$ cat src/rtl/uart_rx_pkg.sv
// Shared configuration and type definitions for the console UART receiver.
// Holds the bit timing, bus base address, FSM state enum and STATUS bit indices.
// Optional feature macro: UART_RX_PARITY_EN (adds the PARITY state).
package uart_rx_pkg;

  // 25 MHz / 115200 baud, minus one: one bit lasts clks_per_bit+1 cycles
  localparam int unsigned clks_per_bit   = 216;
  localparam int unsigned fifo_depth     = 2;
  localparam logic [31:0] uart_base_addr = 32'h1000_0000;

  typedef enum logic [2:0] {
    IDLE,
    START,
    DATA,
`ifdef UART_RX_PARITY_EN
    PARITY,
`endif
    STOP,
    BREAK
  } rx_state_t;

  localparam int st_nonempty  = 0;
  localparam int st_full      = 1;
  localparam int st_ovr       = 2;
  localparam int st_ferr      = 3;
  localparam int st_perr      = 4;
  localparam int st_count_lsb = 8;

endpackage

$ cat src/rtl/uart_rx_if.sv
// Valid/ready memory-bus slice used by the UART receiver register block.
interface uart_rx_if;
  logic        uart_valid;
  logic [31:0] uart_addr;
  logic [3:0]  uart_wstrb;
  logic        uart_ready;
  logic [31:0] uart_rdata;

  modport master (output uart_valid, uart_addr, uart_wstrb,
                  input  uart_ready, uart_rdata);
  modport slave  (input  uart_valid, uart_addr, uart_wstrb,
                  output uart_ready, uart_rdata);
endinterface

$ cat src/rtl/uart_rx_fifo.sv
// Small byte FIFO for received characters; 2**fifo_depth entries.
// A push while full only lands when a pop frees the slot in the same cycle.
module uart_rx_fifo #(
  parameter int unsigned fifo_depth = 2
) (
  input  logic                  clock,
  input  logic                  reset,
  input  logic                  push,
  input  logic [7:0]            push_data,
  input  logic                  pop,
  output logic [7:0]            head,
  output logic                  full,
  output logic                  empty,
  output logic [fifo_depth:0]   count
);

  localparam int unsigned entries = 1 << fifo_depth;

  logic [7:0]            mem [entries];
  logic [fifo_depth-1:0] wptr;
  logic [fifo_depth-1:0] rptr;
  logic                  do_push;
  logic                  do_pop;

  assign empty   = (count == '0);
  assign full    = (count == (fifo_depth+1)'(entries));
  assign do_pop  = pop && !empty;
  assign do_push = push && (!full || do_pop);
  assign head    = mem[rptr];

  // Storage array; no reset needed, contents are qualified by count
  always_ff @(posedge clock) begin
    if (do_push) mem[wptr] <= push_data;
  end

  // Pointer and occupancy bookkeeping
  always_ff @(posedge clock) begin
    if (reset) begin
      wptr  <= '0;
      rptr  <= '0;
      count <= '0;
    end else begin
      if (do_push) wptr <= wptr + 1'b1;
      if (do_pop)  rptr <= rptr + 1'b1;
      case ({do_push, do_pop})
        2'b10:   count <= count + 1'b1;
        2'b01:   count <= count - 1'b1;
        default: count <= count;
      endcase
    end
  end

endmodule

$ cat src/rtl/uart_rx.sv
// Console UART receiver: 2-flop rx synchronizer, frame FSM, RX FIFO and
// DATA/STATUS registers on the valid/ready bus (addr bit 2 selects STATUS).
// Optional feature macro: UART_RX_PARITY_EN (even parity bit before stop).
//
// state  | meaning
// IDLE   | line idle, waiting for a low level
// START  | half a bit in, confirming the start bit
// DATA   | sampling D0..D7 at bit centres, LSB first
// PARITY | sampling the even-parity bit (parity builds only)
// STOP   | sampling the stop bit, pushing the byte if the frame is good
// BREAK  | framing error seen, waiting for the line to return high
module uart_rx #(
  parameter int unsigned clks_per_bit = uart_rx_pkg::clks_per_bit,
  parameter int unsigned fifo_depth   = uart_rx_pkg::fifo_depth
) (
  input  logic     clock,
  input  logic     reset,
  input  logic     rx,
  uart_rx_if.slave bus,
  output logic     rx_irq
);
  import uart_rx_pkg::*;

  localparam int cnt_w = $clog2(clks_per_bit + 1);

  logic               rx_meta, rx_sync;
  rx_state_t          state;
  logic [cnt_w-1:0]   cnt;
  logic [2:0]         bit_idx;
  logic [7:0]         shreg;
  logic               push;
  logic [7:0]         push_data;
  logic               ferr_set;
  logic               ovr, ferr, perr;
  logic [7:0]         head;
  logic               full, empty;
  logic [fifo_depth:0] count;
  logic               rd, data_rd, status_rd, pop;
  logic [31:0]        status_word;
  logic               unused_addr_bits;
`ifdef UART_RX_PARITY_EN
  logic               par_bit;
  logic               perr_set;
`endif

  assign unused_addr_bits = ^{bus.uart_addr[31:3], bus.uart_addr[1:0]};

  // Bring the asynchronous line into the clock domain; idles high
  always_ff @(posedge clock) begin
    if (reset) begin
      rx_meta <= 1'b1;
      rx_sync <= 1'b1;
    end else begin
      rx_meta <= rx;
      rx_sync <= rx_meta;
    end
  end

  // Frame FSM with registered push and error pulses
  always_ff @(posedge clock) begin
    if (reset) begin
      state     <= IDLE;
      cnt       <= '0;
      bit_idx   <= '0;
      shreg     <= '0;
      push      <= 1'b0;
      push_data <= '0;
      ferr_set  <= 1'b0;
`ifdef UART_RX_PARITY_EN
      par_bit   <= 1'b0;
      perr_set  <= 1'b0;
`endif
    end else begin
      push     <= 1'b0;
      ferr_set <= 1'b0;
`ifdef UART_RX_PARITY_EN
      perr_set <= 1'b0;
`endif
      if (state != IDLE && state != BREAK && cnt != '0) begin
        cnt <= cnt - 1'b1;
      end else begin
        case (state)
          IDLE: if (!rx_sync) begin
            state <= START;
            cnt   <= cnt_w'(clks_per_bit / 2);
          end
          START: begin
            if (!rx_sync) begin
              state   <= DATA;
              bit_idx <= '0;
              cnt     <= cnt_w'(clks_per_bit);
            end else begin
              state <= IDLE;
            end
          end
          DATA: begin
            shreg[bit_idx] <= rx_sync;
            cnt            <= cnt_w'(clks_per_bit);
            bit_idx        <= bit_idx + 1'b1;
`ifdef UART_RX_PARITY_EN
            if (bit_idx == 3'd7) state <= PARITY;
`else
            if (bit_idx == 3'd7) state <= STOP;
`endif
          end
`ifdef UART_RX_PARITY_EN
          PARITY: begin
            par_bit <= rx_sync;
            cnt     <= cnt_w'(clks_per_bit);
            state   <= STOP;
          end
`endif
          STOP: begin
`ifdef UART_RX_PARITY_EN
            perr_set <= (^shreg) != par_bit;
            push     <= rx_sync && ((^shreg) == par_bit);
`else
            push     <= rx_sync;
`endif
            push_data <= shreg;
            ferr_set  <= !rx_sync;
            state     <= rx_sync ? IDLE : BREAK;
          end
          BREAK: if (rx_sync) state <= IDLE;
          default: state <= IDLE;
        endcase
      end
    end
  end

  uart_rx_fifo #(.fifo_depth(fifo_depth)) u_fifo (
    .clock     (clock),
    .reset     (reset),
    .push      (push),
    .push_data (push_data),
    .pop       (pop),
    .head      (head),
    .full      (full),
    .empty     (empty),
    .count     (count)
  );

  assign rd        = bus.uart_valid && (bus.uart_wstrb == 4'b0000);
  assign data_rd   = rd && !bus.uart_addr[2];
  assign status_rd = rd &&  bus.uart_addr[2];
  assign pop       = data_rd && !empty;
  assign rx_irq    = !empty;

  // Sticky error flags: clear on STATUS read, a same-cycle set wins
  always_ff @(posedge clock) begin
    if (reset) begin
      ovr  <= 1'b0;
      ferr <= 1'b0;
    end else begin
      ovr  <= (push && full && !pop) || (ovr  && !status_rd);
      ferr <= ferr_set               || (ferr && !status_rd);
    end
  end

`ifdef UART_RX_PARITY_EN
  // Parity error sticky flag, same clear-on-read rule
  always_ff @(posedge clock) begin
    if (reset) perr <= 1'b0;
    else       perr <= perr_set || (perr && !status_rd);
  end
`else
  assign perr = 1'b0;
`endif

  // Assemble the STATUS register view
  always_comb begin
    status_word                                  = '0;
    status_word[st_nonempty]                     = !empty;
    status_word[st_full]                         = full;
    status_word[st_ovr]                          = ovr;
    status_word[st_ferr]                         = ferr;
    status_word[st_perr]                         = perr;
    status_word[st_count_lsb +: fifo_depth + 1]  = count;
  end

  // One-cycle acknowledge; read data is forced to zero outside the ack
  always_ff @(posedge clock) begin
    if (reset) begin
      bus.uart_ready <= 1'b0;
      bus.uart_rdata <= '0;
    end else begin
      bus.uart_ready <= bus.uart_valid;
      if (data_rd)        bus.uart_rdata <= {23'd0, !empty, empty ? 8'h00 : head};
      else if (status_rd) bus.uart_rdata <= status_word;
      else                bus.uart_rdata <= '0;
    end
  end

endmodule
$ cat src/flat_wrapper.sv
// flat-port wrapper written by rule: the top's interface ports become plain ports
module uart_rx_flat import uart_rx_pkg::*;
#(
  parameter int unsigned clks_per_bit = uart_rx_pkg::clks_per_bit,
  parameter int unsigned fifo_depth   = uart_rx_pkg::fifo_depth
)
  (clock, reset, rx, rx_irq, bus_uart_valid, bus_uart_addr, bus_uart_wstrb, bus_uart_ready, bus_uart_rdata);
  uart_rx_if bus_i ();
  input  logic clock;
  input  logic reset;
  input  logic rx;
  output logic rx_irq;
  input wire logic [$bits(bus_i.uart_valid)-1:0] bus_uart_valid;
  input wire logic [$bits(bus_i.uart_addr)-1:0] bus_uart_addr;
  input wire logic [$bits(bus_i.uart_wstrb)-1:0] bus_uart_wstrb;
  output wire logic [$bits(bus_i.uart_ready)-1:0] bus_uart_ready;
  output wire logic [$bits(bus_i.uart_rdata)-1:0] bus_uart_rdata;
  assign bus_i.uart_valid = bus_uart_valid;
  assign bus_i.uart_addr = bus_uart_addr;
  assign bus_i.uart_wstrb = bus_uart_wstrb;
  assign bus_uart_ready = bus_i.uart_ready;
  assign bus_uart_rdata = bus_i.uart_rdata;
  uart_rx #(.clks_per_bit(clks_per_bit), .fifo_depth(fifo_depth)) u_core (.clock(clock), .reset(reset), .rx(rx), .bus(bus_i), .rx_irq(rx_irq));
endmodule
$ cat config.mk
export PLATFORM = sky130hd
export DESIGN_NAME = uart_rx_flat
export DESIGN_NICKNAME = d
export VERILOG_FILES = /design/src/rtl/uart_rx_pkg.sv /design/src/rtl/uart_rx_if.sv /design/src/rtl/uart_rx_fifo.sv /design/src/rtl/uart_rx.sv /design/src/flat_wrapper.sv
export SDC_FILE = /design/constraint.sdc
export NUM_CORES = 1
export LEC_CHECK = 0
export ABC_AREA = 1
export CAP_MARGIN = 30
export CORE_MARGIN = 10
export CORE_UTILIZATION = 40
export DETAILED_ROUTE_END_ITERATION = 16
export GPL_ROUTABILITY_DRIVEN = 1
export GPL_TIMING_DRIVEN = 0
export PLACE_DENSITY = 0.64
export SLEW_MARGIN = 0
export SYNTH_ARGS = -nofsm -noshare
export SYNTH_HDL_FRONTEND = slang
export SYNTH_HIERARCHICAL = 1
export SYNTH_SLANG_ARGS = --single-unit
$ cat constraint.sdc
create_clock -name clock -period 2 [get_ports clock]
set_input_delay 0.5 -clock clock [delete_from_list [all_inputs] [get_ports clock]]
set_output_delay 0.5 -clock clock [all_outputs]
set_load 0.02 [all_outputs]
==> run metrics, run 1 <==
layout cells sized above 1=0.230; IO Pins=74; total number of vias=3136; min-delay worst type=reg2reg; RD Place Congestion=0.848; Post-DP Area=0.00459 mm^2; Die X=121 um; P_leak=2.06 nW; total die area=0.0146 mm^2; largest net degree at the start of global routing=17; Arr. time, crit path=2.25 ns; Non-Filler Instances=673; Critical Path RT=2.25 ns; fin. max-slew vios=0; Total Routing Usage GR=0.119; headroom to the max-slew limit=0.605; Syn Area/Cell=8.65 um^2; Seq. cell area=0.00211 mm^2; std cell rows=36; initial antenna violation count=0; # setup viols final=0; die outline height=121 um; pwr/cell area=946 mW/mm^2; Slew @ Worst Pin=0.592 ns; Post-DP HPWL=5.96 mm; Synth cell types=34; Num CTS Buffers=9; RSZ-0062 raised after global routing=yes; # DRC=0; Post-Syn Instances=471; Root Driver=clkbuf_8; synth top area cells=dfxtp_1, edfxtp_1, nor2_1, nand2_1, inv_1; Post-synth ARST share=0; input/output buffers=21; final hold vios=0; Worst Clk Skew=0.0131 ns; Worst path max stage delay=0.38 ns; Final ANT Viol Nets=0; # hold bufs at CTS=0; design area=0.00496 mm^2; Yosys reg bits=89; multi-input logic area=0.00169 mm^2; Layout Nets=585; Max FO, Critical Path=3; Final period util=1.00; Slowest-stage cell, CP=fa_2; Ys Warns=6; vias per cell=4.66; Hold WS=0.420 ns; DR pass1 iterations=4; worst path cell trace=dlygate4sd2_1 -> nor2_4 -> nand3_2 -> nor2_2 -> nand2_4 -> inv_4 -> nand2_2 -> inv_2 -> ha_4 -> inv_4 -> fa_2 -> inv_2 -> nand2_2 -> nand3_2 -> nand2_1 -> nand2_1 -> nor2_1; number of global-route vias before repair=3112; placed cell count=645; DR WL/cell=12.5 um; wirelength, routed=8.42 mm; Worst-Skew Late Latency=0.35 ns; area leader, netlist=dfxtp_1; top_reg_cell synth=dfxtp_1; sequential area share after synthesis=0.516; fmax=500 MHz; core area=0.00986 mm^2; H-tree levels=3; EDFF count, synth=32; area grow syn2layout=21.8%; CTS tree=yes; status=complete, no violations; first-pass GRT wire length=14.2 mm; drt first-iter violations=158; peak supply drop=0.756 mV; WS Path Type=in2reg; area share of the largest cell type after synthesis=0.280; clock sink count=89; Initial Util=0.413; total gr overflow=0; fin worst setup slack=0.000798 ns; Setup TNS=0 ns; MaxCap Viol Count=0; Mapped Area=0.00407 mm^2; # diodes=0; Worst Setup Start Kind=input pin; # fillers=921; clk slew on worst S/H paths=0.09 ns; endpoint class of the critical path=flip-flop; crit path time final=2.00 ns; Placement Setup Slack=-0.800 ns; Max clock buf depth=2
## flip-flops by register name (all words and copies together), names as in the netlist, named ones only
signal and flops:
u_core/bit_idx 3, u_core/bus.uart_rdata 11, u_core/bus.uart_ready 1, u_core/cnt 8
u_core/ferr 1, u_core/ferr_set 1, u_core/ovr 1, u_core/push 1
u_core/push_data 8, u_core/rx_meta 1, u_core/rx_sync 1, u_core/shreg 8
u_core/state 3, u_core/u_fifo/count 3, u_core/u_fifo/mem 32, u_core/u_fifo/rptr 2
u_core/u_fifo/wptr 2
## worst paths after layout
| path | startpoint | endpoint | slack [ns] | depth (start not counted) |
|---|---|---|---|---|
| max | bus_uart_wstrb[3] | u_core/u_fifo/count[2]$_SDFFE_PP0P_ | 0.0008 | 17 |
| min | u_core/rx_meta$_SDFF_PP1_ | u_core/rx_sync$_SDFF_PP1_ | 0.42 | 1 |
| max reg2reg | u_core/u_fifo/count[1]$_SDFFE_PP0P_ | u_core/u_fifo/count[2]$_SDFFE_PP0P_ | 0.0008 | 18 |
| min reg2reg | u_core/rx_meta$_SDFF_PP1_ | u_core/rx_sync$_SDFF_PP1_ | 0.42 | 1 |
## placed cells by master, fill, tap and decap left out, types with 3 or more instances in the layout
| master | Yosys | layout |
|---|---|---|
| ha_1 | 9 | 8 |
| nor2_2 | 10 | 11 |
| dlygate4sd2_1 | 0 | 7 |
| nand3_1 | 26 | 23 |
| nand2_1 | 64 | 59 |
| nand3_2 | 4 | 6 |
| o21ai_1 | 4 | 4 |
| a21oi_2 | 3 | 3 |
| inv_2 | 8 | 12 |
| nand2_4 | 2 | 5 |
| clkbuf_8 | 0 | 9 |
| inv_1 | 55 | 47 |
| o21ai_0 | 34 | 34 |
| nor2_1 | 67 | 60 |
| edfxtp_1 | 32 | 32 |
| inv_4 | 0 | 4 |
| o21ai_2 | 5 | 5 |
| inv_6 | 0 | 3 |
| conb_1 | 1 | 21 |
| buf_6 | 3 | 3 |
| dfxtp_1 | 57 | 55 |
| o22ai_1 | 8 | 8 |
| clkdlybuf4s50_1 | 0 | 14 |
| nand4_1 | 7 | 7 |
| clkbuf_1 | 4 | 4 |
| buf_4 | 21 | 33 |
| nor2_4 | 2 | 8 |
| a21oi_1 | 28 | 28 |
| nand2_2 | 3 | 5 |
## per-layer routing
metal / wire length, um / GRT usage / share of wire
met1: 3520 / 0.125 / 0.42
met2: 4420 / 0.218 / 0.52
met3: 396 / 0.0368 / 0.047
met4: 85 / 0.0430 / 0.010
met5: 0 / 0 / 0
## logic make-up (layout without fill, tap and decap cells)
logic type                 count (synthesis)  after routing  synth area share
and+or+nand+nor                          192            192             0.220
buffers and inverters                     95            144             0.116
DFF                                       89             89             0.516
AOI/OAI and AO/OA                         82             82             0.111
adders and majority gates                 10             10            0.0326
xor gates and xnor gates                   2              2           0.00430
other                                      1             21          0.000921
## worst max-delay path: cells and delay by family
family	cells	cell delay [ns]
buf+inv	5	0.51
simple gates	10	0.71
fa+ha+maj	2	0.54
## synthesized netlist by cell type (3+ instances only)
library cell / number
nor2_1: 67
o22ai_1: 8
nand2_1: 64
nand3_2: 4
a21oi_2: 3
inv_2: 8
o21ai_0: 34
buf_6: 3
o21ai_2: 5
nand3_1: 26
a21oi_1: 28
dfxtp_1: 57
inv_1: 55
ha_1: 9
nand4_1: 7
edfxtp_1: 32
nor2_2: 10
o21ai_1: 4
nand2_2: 3
buf_4: 21
clkbuf_1: 4
## per-stage QoR
step / power [mW] / utilization
2_1_floorplan: 3.13 / -
5_1_grt: 5.01 / 0.503
4_1_cts: 4.74 / 0.497
3_3_place_gp: 3.34 / 0.465
6_report: 4.69 / 0.503
3_5_place_dp: 3.37 / 0.465
## power by group
group	leakage, nW	internal (mW)	total (mW)	switching [mW]
sequential	0.783	1.95	2.04	0.0964
clock	0.115	0.717	1.37	0.650
combinational	1.16	0.450	1.28	0.833
total	2.06	3.11	4.69	1.58
## cell type report
type,count,share of cell area
flip-flops and latches,89,0.425
multi-input cells,307,0.340
repair buffers,33,0.0588
inverters,65,0.0515
plain buffers,30,0.0457
well taps,133,0.0336
clock buffers,9,0.0250
clock inverters,7,0.0202
## repair_timing
item,CTS,global route
resized for setup,19,10
pin swaps,7,5
buffers inserted,9,3
setup endpoints to repair,35,37
No activity file was read; power rests on OpenSTA's default activity.
==> run 2: changes to the inputs <==
Settings changed: ABC_CLOCK_PERIOD_IN_PS set to 2000, PLACE_DENSITY 0.64 to 0.66.
==> run metrics, run 2 (synthesized netlist as in run 1, its figures left out) <==
H-tree levels=3; drt first-iter violations=161; core area=0.00986 mm^2; CTS tree=yes; first-pass GRT wire length=14.1 mm; Seq. cell area=0.00211 mm^2; Comb pwr share=0.280; multi-input logic area=0.00168 mm^2; switching pwr=1.61 mW; Worst Clk Skew=0.0116 ns; IO Pins=74; largest net degree at the start of global routing=18; Hold WS=0.423 ns; internal power=3.00 mW; Non-Filler Instances=670; std cell rows=36; DR WL/cell=12.6 um; status=complete, no violations; initial antenna violation count=0; commonest non-fill, non-tap cells in the layout=nand2_1, nor2_1, dfxtp_1; Setup TNS=0 ns; area grow syn2layout=20.8%; Top reg by flops=u_core/u_fifo/mem; Total Routing Usage GR=0.120; placed cell count=645; Arr. time, crit path=2.28 ns; Final period util=0.984; final hold vios=0; headroom to the max-slew limit=0.634; Die X=121 um; Final ANT Viol Nets=0; RSZ-0062 raised after global routing=yes; min-delay worst type=reg2reg; Num CTS Buffers=9; fmax=508 MHz; peak supply drop=0.732 mV; Slew @ Worst Pin=0.549 ns; Worst-Skew Late Latency=0.36 ns; # DRC=0; commonest non-fill, non-tap cell in the layout=nand2_1; Worst Setup Start Kind=flip-flop; wirelength, routed=8.45 mm; fin. max-slew vios=0; crit path time final=1.97 ns; RD Place Congestion=0.860; P_leak=2.04 nW; Root Driver=clkbuf_8; endpoint class of the critical path=flip-flop; clk slew on worst S/H paths=0.10 ns; input/output buffers=21; max reg flops=32; Clock Power Share=0.278; total number of vias=3133; total gr overflow=0; Layout Nets=582; Max FO, Critical Path=5; WS Path Type=reg2reg; Reg power frac=0.443; Max clock buf depth=2; MaxCap Viol Count=0; pwr/cell area=938 mW/mm^2; Initial Util=0.413; # hold bufs at CTS=0; # setup viols final=0; # diodes=0; Post-DP HPWL=6.04 mm; die outline height=121 um; number of global-route vias before repair=2972; switching fraction of total power=0.350; Top Registers=u_core/u_fifo/mem x32, u_core/bus.uart_rdata x11; DR pass1 iterations=4; layout cells sized above 1=0.218; # fillers=918; vias per cell=4.68; total die area=0.0146 mm^2; Critical Path RT=2.31 ns; clock sink count=89; total power after layout=4.61 mW
## run 2: layout make-up
class                      count  area share
tap                          133      0.0338
buffer                        30      0.0460
timing repair buffer          30      0.0572
inverter                      65      0.0514
clock inverter                 7      0.0165
clock buffer                   9      0.0252
sequential                    89       0.429
multi-input combinational    307       0.341
## run 2: critical path: stages (launching register included)
cell and delay, ns:
dfxtp_4 0.38, nor2_4 0.13, nand2_4 0.07, inv_4 0.06, inv_4 0.03, nand2_4 0.07
inv_4 0.04, inv_2 0.05, nand3_4 0.08, nand2_4 0.10, ha_4 0.14, inv_2 0.04
fa_2 0.34, nand2_1 0.10, nand3_2 0.08, nand2_1 0.06, nand2_1 0.04, nor2_1 0.08
## run 2: path summary, 6_finish.rpt
kind / from / endpoint / slack, ns / depth (start not counted)
setup reg to reg: u_core/u_fifo/count[1]$_SDFFE_PP0P_ / u_core/u_fifo/count[2]$_SDFFE_PP0P_ / 0.03 / 17
hold / removal: u_core/rx_meta$_SDFF_PP1_ / u_core/rx_sync$_SDFF_PP1_ / 0.42 / 1
hold reg to reg: u_core/rx_meta$_SDFF_PP1_ / u_core/rx_sync$_SDFF_PP1_ / 0.42 / 1
setup / recovery: u_core/u_fifo/count[1]$_SDFFE_PP0P_ / u_core/u_fifo/count[2]$_SDFFE_PP0P_ / 0.03 / 17
## run 2: power by group through the flow
stage | clock (mW) | combinational (mW) | sequential [mW]
after floorplan | 0 | 1.07 | 2.07
after global placement | 0 | 1.26 | 2.08
after detailed placement | 0 | 1.29 | 2.09
after CTS | 1.32 | 1.29 | 2.04
after global routing | 1.41 | 1.48 | 2.05
final | 1.28 | 1.29 | 2.04
## run 2: per-stage QoR
| step | utilization | instance area [um^2] | setup slack, ns |
|---|---|---|---|
| finish | 0.499 | 4920 | 0.0329 |
| global route | 0.499 | 4920 | -0.123 |
| CTS | 0.495 | 4890 | 0.0336 |
| detailed placement | 0.465 | 4590 | -0.779 |
| global placement | 0.465 | 4590 | -0.738 |
| floorplan | - | 4210 | 0.00728 |
## run 2: what timing repair did
item	CTS	global route
buffers inserted	8	1
setup endpoints to repair	35	27
gates resized for setup	19	5
pin swaps	9	2
## run 2: per-layer routing
metal  part of all wire  vias up  global-route usage  routed length, um
met5                  0        -                   0                  0
met4              0.012        0              0.0468                103
li1                   -     1606                   -                  -
met1               0.41     1474               0.133               3500
met3              0.039       10              0.0335                333
met2               0.53       43               0.212               4510
